--- src/rtl/wb_regfile_pkg.sv ---
// Shared constants and types for the write-back register file.
// Reset is active-low; RstActiveLow names that level.
package wb_regfile_pkg;

  localparam int DATA_W   = 32;
  localparam int ADDR_W   = 5;
  localparam int NUM_REGS = 32;

  typedef logic [DATA_W-1:0] reg_bus_t;
  typedef logic [ADDR_W-1:0] reg_addr_t;

  localparam logic RstActiveLow  = 1'b0;
  localparam logic WriteEnable   = 1'b1;
  localparam logic WriteDisable  = 1'b0;
  localparam logic ReadEnable    = 1'b1;
  localparam logic ReadDisable   = 1'b0;

  localparam reg_bus_t  ZeroWord   = '0;
  localparam reg_addr_t NOPRegAddr = '0;
  localparam int        RegNum     = NUM_REGS;

  // True when a GPR address is the hardwired zero register.
  function automatic logic is_zero_addr(input reg_addr_t a);
    return a == NOPRegAddr;
  endfunction

endpackage

--- src/rtl/wb_regfile_hilo_reg.sv ---
// HI/LO register pair written together from WB.
// Optional same-cycle forwarding under WB_REGFILE_BYPASS_EN.
module hilo_reg
  import wb_regfile_pkg::*;
#(
  parameter int DATA_W = wb_regfile_pkg::DATA_W
) (
  input  logic              clk,
  input  logic              rst,
  input  logic              whilo,
  input  logic [DATA_W-1:0] hi_i,
  input  logic [DATA_W-1:0] lo_i,
  output logic [DATA_W-1:0] hi_o,
  output logic [DATA_W-1:0] lo_o
);

  logic [DATA_W-1:0] hi_q;
  logic [DATA_W-1:0] lo_q;

  // HI and LO always update as a pair; reset wins over a write.
  always_ff @(posedge clk) begin
    if (rst == RstActiveLow) begin
      hi_q <= '0;
      lo_q <= '0;
    end else if (whilo == WriteEnable) begin
      hi_q <= hi_i;
      lo_q <= lo_i;
    end
  end

  // Present stored pair, or the incoming pair when forwarding.
  always_comb begin
    hi_o = '0;
    lo_o = '0;
    if (rst == RstActiveLow) begin
      hi_o = '0;
      lo_o = '0;
`ifdef WB_REGFILE_BYPASS_EN
    end else if (whilo == WriteEnable) begin
      hi_o = hi_i;
      lo_o = lo_i;
`endif
    end else begin
      hi_o = hi_q;
      lo_o = lo_q;
    end
  end

endmodule

--- src/rtl/wb_regfile.sv ---
// Architectural GPR file plus HI/LO, fed by the WB stage.
// Define WB_REGFILE_BYPASS_EN for write-through read forwarding.
module wb_regfile
  import wb_regfile_pkg::*;
#(
  parameter int DATA_W   = wb_regfile_pkg::DATA_W,
  parameter int ADDR_W   = wb_regfile_pkg::ADDR_W,
  parameter int NUM_REGS = wb_regfile_pkg::NUM_REGS
) (
  input  logic              clk,
  input  logic              rst,
  input  logic              we,
  input  logic [ADDR_W-1:0] waddr,
  input  logic [DATA_W-1:0] wdata,
  input  logic              whilo,
  input  logic [DATA_W-1:0] hi_i,
  input  logic [DATA_W-1:0] lo_i,
  input  logic              re1,
  input  logic [ADDR_W-1:0] raddr1,
  output logic [DATA_W-1:0] rdata1,
  input  logic              re2,
  input  logic [ADDR_W-1:0] raddr2,
  output logic [DATA_W-1:0] rdata2,
  output logic [DATA_W-1:0] hi_o,
  output logic [DATA_W-1:0] lo_o
);

  logic [DATA_W-1:0] regs [NUM_REGS];

  logic wr_ok;
  assign wr_ok = (we == WriteEnable) && (waddr != '0);

  // Clear every GPR on reset; otherwise commit non-zero-address writes.
  always_ff @(posedge clk) begin
    if (rst == RstActiveLow) begin
      for (int i = 0; i < NUM_REGS; i++) begin
        regs[i] <= '0;
      end
    end else if (wr_ok) begin
      regs[waddr] <= wdata;
    end
  end

  // Read port 1: reset, disable and r0 force zero ahead of storage.
  always_comb begin
    rdata1 = '0;
    if (rst == RstActiveLow) begin
      rdata1 = '0;
    end else if (re1 == ReadDisable) begin
      rdata1 = '0;
    end else if (raddr1 == '0) begin
      rdata1 = '0;
`ifdef WB_REGFILE_BYPASS_EN
    end else if (we == WriteEnable && raddr1 == waddr) begin
      rdata1 = wdata;
`endif
    end else begin
      rdata1 = regs[raddr1];
    end
  end

  // Read port 2: same priority as port 1.
  always_comb begin
    rdata2 = '0;
    if (rst == RstActiveLow) begin
      rdata2 = '0;
    end else if (re2 == ReadDisable) begin
      rdata2 = '0;
    end else if (raddr2 == '0) begin
      rdata2 = '0;
`ifdef WB_REGFILE_BYPASS_EN
    end else if (we == WriteEnable && raddr2 == waddr) begin
      rdata2 = wdata;
`endif
    end else begin
      rdata2 = regs[raddr2];
    end
  end

  hilo_reg #(
    .DATA_W(DATA_W)
  ) u_hilo (
    .clk  (clk),
    .rst  (rst),
    .whilo(whilo),
    .hi_i (hi_i),
    .lo_i (lo_i),
    .hi_o (hi_o),
    .lo_o (lo_o)
  );

endmodule

--- config.mk ---
export PLATFORM = sky130hd
export DESIGN_NAME = wb_regfile
export DESIGN_NICKNAME = d
export VERILOG_FILES = /design/src/rtl/wb_regfile_pkg.sv /design/src/rtl/wb_regfile_hilo_reg.sv /design/src/rtl/wb_regfile.sv
export SDC_FILE = /design/constraint.sdc
export NUM_CORES = 2
export LEC_CHECK = 0
export CAP_MARGIN = 20
export CORE_ASPECT_RATIO = 0.5
export CORE_MARGIN = 3
export CORE_UTILIZATION = 45
export CTS_BUF_LIST = sky130_fd_sc_hd__clkbuf_4 sky130_fd_sc_hd__clkbuf_8
export CTS_CLUSTER_SIZE = 28
export DETAILED_ROUTE_END_ITERATION = 10
export PLACE_DENSITY = 0.59
export SETUP_SLACK_MARGIN = 0.05
export SLEW_MARGIN = 40
export SYNTH_ARGS = -nofsm -noshare
export SYNTH_HDL_FRONTEND = slang
export SYNTH_SLANG_ARGS = --single-unit
--- constraint.sdc ---
create_clock -name clk -period 11.9 [get_ports clk]
set_input_delay 1.785 -clock clk [delete_from_list [all_inputs] [get_ports clk]]
set_output_delay 1.785 -clock clk [all_outputs]
set_load 0.05 [all_outputs]
==> results by group <==
Worst hold path
  – WHS Path Cells: 2
  – Worst min path class: reg2reg
  – Hold Path Origin: u_hilo.hi_q[15]$_SDFFE_PN0P_
  – Hold EP: u_hilo.hi_q[15]$_SDFFE_PN0P_

Route
  – Vias after detailed routing: 37.4k
  – ANT nets after route: 0
  – DRC: 0
  – Drt total wl: 195000 µm
  – Initial drt markers: 5480
  – Pre-Repair DR Iteration Count: 5
  – Vias per std cell: 6.21
  – Wirelength per Cell: 32.5 µm

Floorplan
  – Die Wd: 510 µm
  – Core region area: 0.125 mm²
  – Rows: 91
  – Full die area: 0.132 mm²
  – Die Y: 258 µm
  – Initial Utilization: 45.9%
  – Boundary Pins: 245

Global routing
  – First-pass GRT wire length: 273000 µm
  – Initial antenna violation count: 23
  – Gr ovfl total: 0
  – Gr usage total: 29.3%
  – Vias in the first global route: 36.7k
  – Largest net degree at the start of global routing: 91
  – Met1 usage: 42.6%
  – Grt met2 use: 40.9%
  – GRT met3 Usage: 10.4%
  – GR peak layer: met1

Timing
  – Fmax: 124 MHz
  – Setup TNS: 0 ps
  – Rel. slew slack: 37.7%
  – Final hold vios: 0
  – Worst setup margin: 3830 ps
  – Slew @ Worst Pin: 908 ps
  – Final period util: 67.8%
  – Final Critical Period: 8070 ps
  – Endpoints failing setup: 0
  – RSZ-0062 raised after global routing: no
  – Fin. max-slew vios: 0
  – Setup Skew: 0 ps

Layout
  – Syn-to-layout area delta: 13.2%
  – Commonest non-fill, non-tap cell in the layout: and2_1
  – Fill cells: 10.5k
  – Post-route insts no fill: 6014
  – Layout cell share with drive strength beyond 1: 23.0%
  – Final #Nets: 4309
  – Most frequent cells in the layout: 1056 x and2_1, 1024 x edfxtp_1, 358 x mux4_2

Yosys
  – Synth Area in XOR/XNOR: 0%
  – Compound-gate portion of the synthesized area: 4.52%
  – Synth unique cells: 37
  – Main combinational cell family by area after synthesis: multiplexers
  – Post-synthesis sequential area ratio: 56.0%
  – Synth warn: 0
  – Synth Register Bits: 1088
  – Adder-cell share of the synthesized area: 0%
  – Gate Count Post-Synth: 4041
  – Simple-gate share of the synthesized area: 13.5%
  – Syn Area/Cell: 14.2 µm²
  – Post-synthesis mux area share: 22.7%
  – Synthesized area: 0.0572 mm²

Placed design
  – I/O Buffers: 244
  – Post-place setup slack: 3980 ps
  – Dpl cells: 5697
  – Gp weighted congestion: 0.922
  – Dpl hpwl: 116000 µm

Power and ir drop
  – Post-layout total power: 8.78 mW
  – PwrDens: 136 mW/mm²
  – Max rail drop VDD: 0.000125 V
  – Leakage: 22.6 nW

Clock network
  – Quantity of gates resized following cts: 0
  – Setup bufs post-CTS: 0
  – H-tree levels: 4
  – TritonCTS clock tree: done
  – Worst skew pair latency: 880 ps
  – CTS max path bufs: 3
  – Clock tree sinks: 1088
  – Root buf cell: clkbuf_8
  – CTS Hold Buffers Added: 0
  – Worst-path clk slew: 60 ps
  – CTS Buf Count: 164

Setup path
  – Critical Path End Type: primary output
  – Critical path origin: raddr1[1]
  – WS Path Type: in2out
  – Worst R2R End: u_hilo.hi_q[3]$_SDFFE_PN0P_
  – R2r setup slk: 11240 ps
  – Reg2reg path depth: 2
  – Startpoint types: input pin
  – Arrival time worst endpoint: 6290 ps
  – Critical path peak fanout: 80
  – R2R Path Start: u_hilo.hi_q[3]$_SDFFE_PN0P_
  – Worst endpoint required time: 10120 ps

Status
  – Outcome: completed

Flow run
  – Number of max-cap violations: 0
-- metrics by stage --
stage	hold slack [ps]	util, %	area [µm²]
2_1_floorplan	452	-	57300
3_3_place_gp	464	49.3	61500
3_5_place_dp	474	49.3	61500
4_1_cts	492	51.8	64600
5_1_grt	512	51.9	64700
6_report	485	51.9	64700
-- critical path: stages --
cell	delay [ps]
buf_8	380
buf_4	680
buf_6	690
mux2_2	300
o22ai_1	80
nor3_1	720
nor2_1	100
o21ai_1	400
clkdlybuf4s50_1	900
-- power breakdown --
part | internal (mW) | switching [mW] | total, mW
combinational | 0.455 | 0.728 | 1.18
clock | 1.53 | 1.57 | 3.09
sequential | 4.39 | 0.107 | 4.50
total | 6.37 | 2.40 | 8.78
-- worst max-delay path by stage --
stage	end	slack [ps]
after floorplan	rdata1[31]	6430
after detailed placement	rdata1[2]	3980
final	rdata1[2]	3830
after global routing	rdata1[3]	3720
after global placement	rdata1[2]	3800
after CTS	rdata1[2]	3990
-- cell usage after synthesis (all sizes together) --
| library cell | number | area, µm² |
|---|---|---|
| dfxtp | 64 | 1280 |
| nor2 | 194 | 728 |
| nand4b | 3 | 26.3 |
| o22ai | 93 | 582 |
| nand3b | 5 | 37.5 |
| o221ai | 31 | 272 |
| mux4 | 358 | 8060 |
| or3 | 3 | 18.8 |
| and3 | 1 | 6.26 |
| nor3 | 35 | 175 |
| o311ai | 1 | 8.76 |
| edfxtp | 1024 | 30700 |
| o31a | 30 | 263 |
| nand2 | 7 | 26.3 |
| a221oi | 62 | 543 |
| inv | 3 | 11.3 |
| or2 | 3 | 18.8 |
| mux2i | 316 | 3160 |
| nand4 | 3 | 18.8 |
| or3b | 1 | 8.76 |
| o22a | 31 | 272 |
| o31ai | 1 | 7.51 |
| nand3 | 2 | 10.0 |
| mux2 | 157 | 1770 |
| conb | 1 | 3.75 |
| o21ai | 124 | 621 |
| clkbuf | 274 | 1030 |
| and2 | 1056 | 6610 |
| buf | 149 | 822 |
| a21oi | 3 | 15.0 |
| nor2b | 2 | 12.5 |
| nand2b | 4 | 25.0 |
-- cells by family after synthesis --
| group | count (synthesis) |
|---|---|
| AO/OA/AOI/OAI | 376 |
| buffers and inverters | 426 |
| flip-flops | 1088 |
| multiplexers | 831 |
| other | 1 |
| AND/OR/NAND/NOR | 1319 |
-- per-layer routing --
metal / share of wire, % / wire length [µm]
met1: 42 / 81800
met2: 42 / 82000
met5: 0.13 / 260
met3: 14 / 26900
met4: 2.3 / 4520
-- sequential cells by signal, indices dropped and copies added (netlist names) --
register / flops
regs: 1024
u_hilo.hi_q: 32
u_hilo.lo_q: 32
-- cell type report --
type	instances	area, µm²	share of cell area, %
diodes	17	42.5	0.0657
inverters	3	13.8	0.0213
well taps	1674	2090	3.24
flip-flops and latches	1088	32000	49.5
clock buffers	215	2670	4.12
clock inverters	82	453	0.700
multi-input cells	2558	23900	36.9
repair buffers	377	3510	5.43
Note: power is estimated with default switching activity, not from simulation.
